`config.mk`:
```
export PLATFORM = sky130hd
export DESIGN_NAME = recovery_ctrl
export DESIGN_NICKNAME = d
export VERILOG_FILES = /design/src/rtl/recovery_ctrl.sv
export SDC_FILE = /design/constraint.sdc
export NUM_CORES = 1
export LEC_CHECK = 0
export CORE_MARGIN = 4
export CORE_UTILIZATION = 25
export CTS_BUF_LIST = sky130_fd_sc_hd__clkbuf_16
export DETAILED_ROUTE_END_ITERATION = 10
export SLEW_MARGIN = 20
export SYNTH_ARGS = -nofsm -noshare
export SYNTH_HDL_FRONTEND = slang
export SYNTH_SLANG_ARGS = --single-unit
```
`constraint.sdc`:
```
create_clock -name clock -period 2.2 [get_ports clock]
set_clock_uncertainty 0.1 [all_clocks]
set_input_delay 0.44 -clock clock [delete_from_list [all_inputs] [get_ports clock]]
set_output_delay 0.44 -clock clock [all_outputs]
set_load 0.05 [all_outputs]
```
`src/rtl/recovery_ctrl.sv`:
```
// Branch-mispredict recovery sequencer: squash/drain, restore the speculative map
// from the arch map in COPY_W-wide windows, reseed the freelist, then redirect fetch.
module recovery_ctrl #(
   parameter int N          = 2,
   parameter int ARCH_COUNT = 32,
   parameter int PHYS_REGS  = 64,
   parameter int COPY_W     = 8,
   parameter int DRAIN_CYC  = 2,
   parameter int XLEN       = 32,
   localparam int PRW       = ($clog2(PHYS_REGS) < 1) ? 1 : $clog2(PHYS_REGS),
   localparam int AW        = ($clog2(ARCH_COUNT) < 1) ? 1 : $clog2(ARCH_COUNT)
) (
   input  logic                      clock,
   input  logic                      reset,
   input  logic                      mispredict_in,
   input  logic [XLEN-1:0]           mispred_pc,
   input  logic [ARCH_COUNT*PRW-1:0] archi_maptable,
   output logic                      flush,
   output logic                      stall_dispatch,
   output logic                      copy_en,
   output logic [AW-1:0]             copy_base,
   output logic [COPY_W*PRW-1:0]     copy_data,
   output logic                      fl_reseed,
   output logic                      redirect_valid,
   output logic [XLEN-1:0]           redirect_pc,
   input  logic                      redirect_ready,
   output logic                      busy,
   output logic [15:0]               recov_count
);

   localparam int NWIN = ARCH_COUNT / COPY_W;
   localparam int CIW  = ($clog2(NWIN + 1) < 1) ? 1 : $clog2(NWIN + 1);
   localparam int DW   = (DRAIN_CYC > 1) ? $clog2(DRAIN_CYC) : 1;
   localparam logic [CIW-1:0] LAST_WIN   = CIW'(NWIN - 1);
   localparam logic [DW-1:0]  LAST_DRAIN = DW'(DRAIN_CYC - 1);

   if (N < 1 || DRAIN_CYC < 1 || COPY_W < 1 || (ARCH_COUNT % COPY_W) != 0) begin : g_param_check
      $error("recovery_ctrl: illegal parameters (need N>=1, DRAIN_CYC>=1, ARCH_COUNT %% COPY_W == 0)");
   end

   typedef enum logic [2:0] {
      IDLE     = 3'd0,
      DRAIN    = 3'd1,
      COPY     = 3'd2,
      RESEED   = 3'd3,
      REDIRECT = 3'd4
   } state_t;

   state_t           state, state_nxt;
   logic [DW-1:0]    drain_cnt;
   logic [CIW-1:0]   copy_idx;
   logic [XLEN-1:0]  pc_q;
   logic [AW-1:0]    win_base;

   assign win_base = AW'(int'(copy_idx) * COPY_W);

   always_ff @(posedge clock or negedge reset) begin
      if (!reset) state <= IDLE;
      else        state <= state_nxt;
   end

   always_comb begin
      state_nxt = state;
      case (state)
         IDLE:     if (mispredict_in)           state_nxt = DRAIN;
         DRAIN:    if (drain_cnt == LAST_DRAIN) state_nxt = COPY;
         COPY:     if (copy_idx == LAST_WIN)    state_nxt = RESEED;
         RESEED:                                state_nxt = REDIRECT;
         REDIRECT: if (redirect_ready)          state_nxt = IDLE;
         default:                               state_nxt = IDLE;
      endcase
   end

   // Counters and the latched PC; the PC only moves on an IDLE->DRAIN launch.
   always_ff @(posedge clock or negedge reset) begin
      if (!reset) begin
         drain_cnt   <= '0;
         copy_idx    <= '0;
         pc_q        <= '0;
         recov_count <= '0;
      end else begin
         case (state)
            IDLE: if (mispredict_in) begin
               pc_q      <= mispred_pc;
               drain_cnt <= '0;
            end
            DRAIN: begin
               drain_cnt <= drain_cnt + 1'b1;
               if (drain_cnt == LAST_DRAIN) copy_idx <= '0;
            end
            COPY: copy_idx <= copy_idx + 1'b1;
            REDIRECT: if (redirect_ready && recov_count != 16'hFFFF)
               recov_count <= recov_count + 16'd1;
            default: ;
         endcase
      end
   end

   always_comb begin
      flush          = 1'b0;
      copy_en        = 1'b0;
      copy_base      = '0;
      copy_data      = '0;
      fl_reseed      = 1'b0;
      redirect_valid = 1'b0;
      redirect_pc    = '0;
      busy           = (state != IDLE);
      stall_dispatch = (state != IDLE);
      case (state)
         DRAIN:  flush = 1'b1;
         COPY: begin
            copy_en   = 1'b1;
            copy_base = win_base;
            copy_data = archi_maptable[int'(win_base) * PRW +: COPY_W * PRW];
         end
         RESEED: fl_reseed = 1'b1;
         REDIRECT: begin
            redirect_valid = 1'b1;
            redirect_pc    = pc_q;
         end
         default: ;
      endcase
   end

endmodule

```
Word level (Yosys, flattened, before mapping)
Cells that the tools add are included.
{"block": "classes", "n_reduce_logical": 10, "n_shift": 1, "n_mux": 16, "addsub": 3, "mul": 1, "n_eq_ne": 10}
{"op": "variable part select 192 x 9 -> 48 bit", "count": 1}
{"op": "two-way mux 48 bit", "count": 1}
{"op": "two-way mux 32 bit", "count": 1}
{"op": "adder 16 x 1 -> 16 bit (second input constant)", "count": 1}
{"op": "!= test 16 bit (second input constant)", "count": 1}
{"op": "two-way mux 3 bit", "count": 5}
{"op": "case mux 3 bit (5 select lines)", "count": 1}
{"op": "== test 3 x 2 -> 1 bit (second input constant)", "count": 3}
{"op": "!= test 2 bit (second input constant)", "count": 4}
{"op": "AND reduction 2 bit", "count": 4}
{"op": "case mux 3 bit (2 select lines)", "count": 1}
{"op": "two-way mux 1 bit", "count": 5}
{"op": "two-way mux 5 bit", "count": 1}
{"op": "multiplier 2 x 2 -> 4 bit (second input constant)", "count": 1}
{"op": "AND reduction 4 bit", "count": 1}
{"op": "nonzero test 2 bit", "count": 2}
{"op": "adder 3 x 1 -> 3 bit (second input constant)", "count": 1}
{"op": "== test 3 x 1 -> 1 bit (second input constant)", "count": 1}
{"op": "== test 3 bit (second input constant)", "count": 1}
{"op": "logical NOT 3 bit", "count": 1}
{"op": "nonzero test 3 bit", "count": 1}
{"op": "case mux 1 bit (2 select lines)", "count": 1}
{"op": "adder 1 bit (second input constant)", "count": 1}
{"op": "logical AND 1 bit", "count": 1}
{"block": "totals", "reg_bits": 55, "wordCells": 46, "out_inout_bits": 107, "in_bits": 228}

Logic depth before layout (Yosys ltp)
Gate-level depths: netlist of run 1.
{"block": "logic_depth", "depth_word": 3, "depth_mapped": 6, "depth_no_buf": 5}

Worst setup path before layout of run 1
No wires, ideal clock.
{"block": "synth_timing", "path_type": "register to output", "startpoint": "register state[0]", "endpoint": "output copy_data[38]", "setup_slack_ns": -0.368, "t_arrival_ns": 2.028, "path_stages_with_launch": 6, "path_buffers": 2, "required_time_ns": 1.660, "path_cell_list": "dfrtp_1 clkbuf_1 nand2b_1 nor2_2 clkbuf_1 and2_1"}
{"block": "synth_between", "elab_chain_len": 2}
{"element": "start, declared", "line_no": "49", "text": "state_t state, state_nxt;"}
{"element": "start signal, assigned", "line_no": "59", "text": "else state <= state_nxt;"}
{"element": "== test 3 x 2 -> 1 bit", "line_no": "109", "text": "case (state)"}
{"element": "two-way mux 48 bit", "line_no": "109"}
{"element": "end, declared", "line_no": "22", "text": "output logic [COPY_W*PRW-1:0] copy_data,"}
Every way passes these cells.

Worst setup path after layout of run 1
{"block": "layout_timing", "startpoint": "register copy_idx[0]", "endpoint": "output copy_data[24]"}
{"block": "layout_between", "elab_chain_len": 3}
{"element": "start, declared", "line_no": "51", "text": "logic [CIW-1:0] copy_idx;"}
{"element": "start signal, assigned", "line_no": "91", "text": "COPY: copy_idx <= copy_idx + 1'b1;"}
{"element": "multiplier 2 x 2 -> 4 bit", "line_no": "114", "text": "copy_data = archi_maptable[int'(win_base) * PRW +: COPY_W * PRW];"}
{"element": "variable part select 192 x 9 -> 48 bit", "line_no": "114"}
{"element": "two-way mux 48 bit", "line_no": "109"}
Every way passes these cells.

==> run metrics, run 1 <==
Sw Pwr roughly 3500 µW; DR vias 4290; register area 1384 µm²; Pleak approximately 0.0037 µW; Avg Cell Area, Syn 12.20 µm²; vias in the first global route 4575; core box area 15940 µm²; GRT Util Overall 0.1946; dpl hpwl between 15000 and 20000 µm; Die Y about 140 µm; post-route ant nets 0; P_int 5281 µW; final std cells w/o fill just under 900; Clk Tree Root Cell clkbuf_16; Netlist cell types 37; die area 18460 µm²; vias per cell 4.826; Synth area leader dfrtp_1; CTS buffer count 5; Max Fclk approximately 420 MHz; fin. max-slew vios 0; post-synthesis instance total between 300 and 400; Cell Pwr Density 964.2 nW/µm²; Sequential Power Share 0.193; Die X 135.9 µm; row cnt 46; Arrival @ worst endpoint 1840 ps; Hold WS 36.70 ps; Pwr Total 8764 µW; Synth Register Bits 55; 1st-pass router iterations 4; register area share after synthesis 0.3367; Layout fillers 1312; area occupied by multi-input gates 2763 µm²; Yosys warnings 0; Switching Share 0.3974; kind of critical path reg2out; worst-path fanout max 15; antenna violations before repair 3; NumNets Final around 900; drt total wl just under 20000 µm; largest net degree at the start of global routing 56; Design Area, Final 9090 µm²; Placer Congestion 0.8529; Worst setup EP type output pin; first-pass GRT wire length 27610 µm; Slew @ Worst Pin 528.0 ps; I/O Buffers 331; # placed instances 868; initial core utilization 0.2564; RSZ-0062 raised after global routing yes; fin worst setup slack -180.2 ps; status complete, but fails checks; VDD IR max 678.8 µV; drt initial violations approximately 130; synth top area cells dfrtp_1 (34%), mux4_2 (26%), and2_1 (13%); final period utilization 1.082; r2r worst-path depth 5; WL/cell 21.81 µm; crit start category flip-flop; Setup-failing EPs final 58; Post-CTS Hold Buffers 0; Layout area overhead 122.4%; CTS tree built; clock share of power 0.086; Mapped Area 4088 µm²; failing checks setup timing; global route total overflow 0; top-area cell type share of the netlist area 0.3367; depth of the CTS H-tree 2; HP Class in2async; I/O Pins ~340; clock sink count 55; TNS Setup -6679 ps; max cap viols 0; clk buf depth 2; fin crit period about 2400 ps; clock-pin slew on the worst setup and hold paths around 60 ps; Rel. slew slack 0.6469; Comb power frac 0.722; dpl cell area 8627 µm²; Worst Path Required 1660 ps; DR DRC count 0; Clk Latency, worst-skew pair 290 ps; final hold violation count 0; share of cells above drive strength 1 0.4507
## power groups by stage
stage               logic [µW]  clock network [µW]  registers, µW
floorplan                 3360                   0           1650
global placement          5840                   0           1670
detailed placement        5920                   0           1690
CTS                       6260                 789           1670
global route              6630                 810           1740
finish                    6320                 752           1690
## cells in the mapped netlist (all sizes together)
| cell type | n |
|---|---|
| a21oi | 2 |
| a22oi | 1 |
| and2 | 83 |
| and3 | 3 |
| and4 | 2 |
| buf | 14 |
| clkbuf | 16 |
| conb | 1 |
| dfrtp | 55 |
| ha | 3 |
| inv | 5 |
| mux2 | 34 |
| mux2i | 1 |
| mux4 | 48 |
| nand2 | 6 |
| nand2b | 1 |
| nand3 | 4 |
| nand4 | 6 |
| nor2 | 13 |
| nor3 | 7 |
| nor3b | 3 |
| nor4 | 4 |
| nor4b | 1 |
| o21ai | 3 |
| o22a | 3 |
| o22ai | 1 |
| or3 | 1 |
| xnor2 | 1 |
| xor2 | 13 |
## layout by cell type, fill, tap and decap left out, types with 3 or more instances in the layout
master and instances:
and2_2 7, and2_4 75, buf_12 97, buf_4 19, buf_6 4, clkbuf_16 5
clkdlybuf4s50_1 235, conb_1 3, dfrtp_1 51, dfrtp_2 3, diode_2 3, ha_1 3
inv_1 5, mux2_2 32, mux4_2 48, nand2_1 6, nand3_1 4, nand4_1 5
nor2_1 10, nor3_1 7, nor4_1 3, o21ai_0 3, o22a_1 3, xor2_1 13
## repair_timing
item | in CTS | in global routing
pin swaps | 2 | 13
gates cloned | 1 | 2
resized for setup | 54 | 32
setup endpoints to repair | 82 | 66
buffers inserted | 4 | 5
## logic make-up after synthesis
kind of cell,after synthesis,share of synthesized area
AND/OR/NAND/NOR,134,0.2048
XOR/XNOR,14,0.03000
other,1,0.0009174
buffers and inverters,35,0.04193
multiplexers,83,0.3606
flip-flops,55,0.3367
adder cells (fa/ha/maj),3,0.009184
AO/OA/AOI/OAI,10,0.01592
## registers in the layout (all words and copies together) (netlist names)
name         cells
pc_q            32
recov_count     16
copy_idx         3
state            3
drain_cnt        1
## metrics by stage
stage | worst slack (ps) | util
after detailed placement | -193.1 | 0.5411
final | -180.2 | 0.5702
after global routing | -232.2 | 0.5702
after CTS | -195.9 | 0.5610
after global placement | -198.2 | 0.5411
after floorplan | -17.50 | -
## worst paths after layout
check                                 start               to  slack (ps)
worst max-delay path            copy_idx[0]    copy_data[24]        -180
worst min-delay path                  reset   recov_count[8]          40
worst max register to register     state[1]  recov_count[14]         180
worst min register to register      pc_q[9]          pc_q[9]         400
max in group asynchronous             reset      copy_idx[0]        1680
min in group clock                  pc_q[9]          pc_q[9]         400
## critical path, cell delays in order, from the launching register on
cell and delay (ps):
dfrtp_4 490, buf_12 190, mux4_2 540, and2_4 190, buf_12 140
## area by class of cell
type,count,share of cell area
diodes,3,0.0008259
clock buffers,5,0.01376
clock inverters,1,0.0008259
inverters,5,0.002065
multi-input cells,247,0.3039
flip-flops and latches,55,0.1522
well taps,216,0.02973
repair buffers,357,0.4966
## per-layer routing
layer  share of wire  vias up  wire length, µm  GRT usage
met1            0.35     2156             6853     0.2199
li1                -     1895                -          -
met4           0.028        0              545    0.06159
met2            0.53      211            10180     0.3509
met5               0        -                0          0
met3           0.093       28             1810    0.05922
(Power assumes the default switching activity.)
==> run 2: changes to the inputs <==
Settings changed: CTS_BUF_LIST sky130_fd_sc_hd__clkbuf_16 to unset.
==> results of run 2 <==
Same layout as run 1: the final DEF is identical, and so are final timing and power.
==> run 3: changes to the inputs <==
Clock period 2.2 ns to 2.9 ns, I/O delays scaled along.
==> run 3 against run 2 <==
The flow now finishes without violations. Combinational power is 34% lower. Core utilization is 4.1 points lower. Routed wire length is 6.4% lower. Critical path depth fell by 2. Register-to-register slack improved by 700 ps. Flip-flop and latch count stayed put. Non-clock buffer count is 17 lower. Worst hold slack improved by 140 ps. First-iteration DRC count is 4.5% lower. Critical path type unchanged. Largest cell class unchanged. Largest power group unchanged.
==> run metrics, run 3 (synthesis results as in run 1) <==
status complete, no violations; crit start category flip-flop; Arrival @ worst endpoint 1990 ps (+150 ps); r2r worst-path depth 4 (-1); CTS tree built; clock-pin slew on the worst setup and hold paths 70 ps (about the same); die area 18460 µm² (unchanged); Layout area overhead 106.3%; register area 1381 µm² (-0.18%); Placer Congestion 0.8214 (-3.7%); HP Class in2async; Pleak 0.003382 µW (-8.1%); row cnt 46 (unchanged); Worst setup EP type output pin; global route total overflow 0 (unchanged); WL/cell 20.77 µm (-4.8%); metal1 wirelength 6337 µm (-7.5%); RSZ-0062 raised after global routing no; Rel. slew slack 0.6177 (-0.02919); I/O Pins 335 (unchanged); clock sink count 55 (unchanged); kind of critical path reg2out; Pwr Total 6020 µW (-31%); first-pass GRT wire length 26630 µm (-3.5%); antenna violations before repair 2 (-1); dpl hpwl 15080 µm (-3.0%); Design Area, Final 8434 µm² (-7.2%); dpl ws 384.3 ps (+577.4 ps); DR DRC count 0 (unchanged); worst-path fanout max 9 (-6); DR WL met2 9774 µm (-4.0%); clk buf depth 2 (unchanged); DR vias 4027 (-6.1%); Clk Latency, worst-skew pair 290 ps (about the same); fin. max-slew vios 0 (unchanged); Top reg by flops pc_q; most common cell after layout, fill and taps aside clkdlybuf4s50_1; VDD IR max 412.1 µV (-39%); drt total wl 18150 µm (-6.4%); biggest regs pc_q x32, recov_count x16; final hold violation count 0 (unchanged); fin worst setup slack 230.4 ps (+410.6 ps); NumNets Final 885 (-1.9%); dpl cell area 8283 µm² (-4.0%); share of cells above drive strength 1 0.2916 (-0.1591); Met3 Wirelength 1725 µm (-4.7%); area occupied by multi-input gates 2559 µm² (-7.4%); drt initial violations 128 (-4.5%); top sig layer met4; largest net degree at the start of global routing 55 (-1.8%); Setup-failing EPs final 0 (-100%); core box area 15940 µm² (unchanged); GRT Util Overall 0.1882 (-0.006383); Layout fillers 1442 (+9.9%); RR Startpoint state[0]; depth of the CTS H-tree 2 (unchanged); Clk Tree Root Cell clkbuf_16; most frequent cells in the layout clkdlybuf4s50_1 (246), and2_1 (83), buf_12 (71); initial core utilization 0.2564 (unchanged); Slew @ Worst Pin 573.4 ps (+45.44 ps); Worst R2R Setup Slack 880 ps (+700 ps); postcts setup bufs 0 (-4); TNS Setup 0 ps (+6679 ps); Die Y 135.9 µm (unchanged); Max Fclk 374.6 MHz; post-route ant nets 0 (unchanged); CTS buffer count 5 (unchanged); Post-CTS Hold Buffers 0 (unchanged); I/O Buffers 331 (unchanged); Die X 135.9 µm (unchanged); final period utilization 0.9206; max cap viols 0 (unchanged); post-cts repair resize count 0 (-100%); Worst R2R End pc_q[7]; vias per cell 4.608 (-4.5%); Cell Pwr Density 713.7 nW/µm² (-26%); Worst Path Required 2220 ps (+560 ps); fin crit period 2670 ps; 1st-pass router iterations 4 (unchanged); vias in the first global route 4389 (-4.1%); Largest register FFs 32 (unchanged)
run 3: cell types whose count changed in the layout (fill, tap and decap cells not counted), sizes merged:
| cell | before | now |
|---|---|---|
| buf | 122 | 94 |
| clkinv | 0 | 2 |
| clkinvlp | 1 | 0 |
| clkdlybuf4s50 | 235 | 246 |
| inv | 5 | 6 |
run 3: worst max path at each step:
stage / from / end / slack [ps] / cells past startpoint
after floorplan: state[0] / copy_data[38] / 190 / 5
after global placement: archi_maptable[146] / copy_data[2] / 360 / 4
after detailed placement: archi_maptable[175] / copy_data[31] / 380 / 4
after CTS: state[0] / stall_dispatch / 220 / 2
after global routing: state[0] / busy / 160 / 2
final: state[0] / stall_dispatch / 230 / 2
run 3: per-stage QoR:
step                      utilization  instances  hold WS [ps]
after floorplan                     -        337         184.4
after global placement         0.5195        863         365.2
after detailed placement       0.5195        863         374.7
after CTS                      0.5286        871         191.8
after global routing           0.5289        873         211.8
final                          0.5290        874         174.7
run 3: metal layers:
layer  global-route usage  vias up
met5                    0        -
met1               0.2000     1985
met3              0.06810       17
li1                     -     1867
met4              0.04927        0
met2               0.3515      158
run 3: cell type report:
class                           count  area share
Clock inverter                      3    0.002225
Inverter                            5    0.002225
Tap cell                          216     0.03204
Timing Repair Buffer              340      0.4806
Clock buffer                        5     0.01483
Multi-Input combinational cell    247      0.3034
Sequential cell                    55      0.1638
Antenna cell                        3   0.0008901
run 3: where the power goes:
group / internal, µW / switching (µW)
logic: 2150 / 2000
clock network: 320 / 270
registers: 1070 / 202
run 3: worst max-delay path, stage by stage (launching register included):
cell	delay (ps)
dfrtp_1	490
or3_1	440
clkdlybuf4s50_1	770
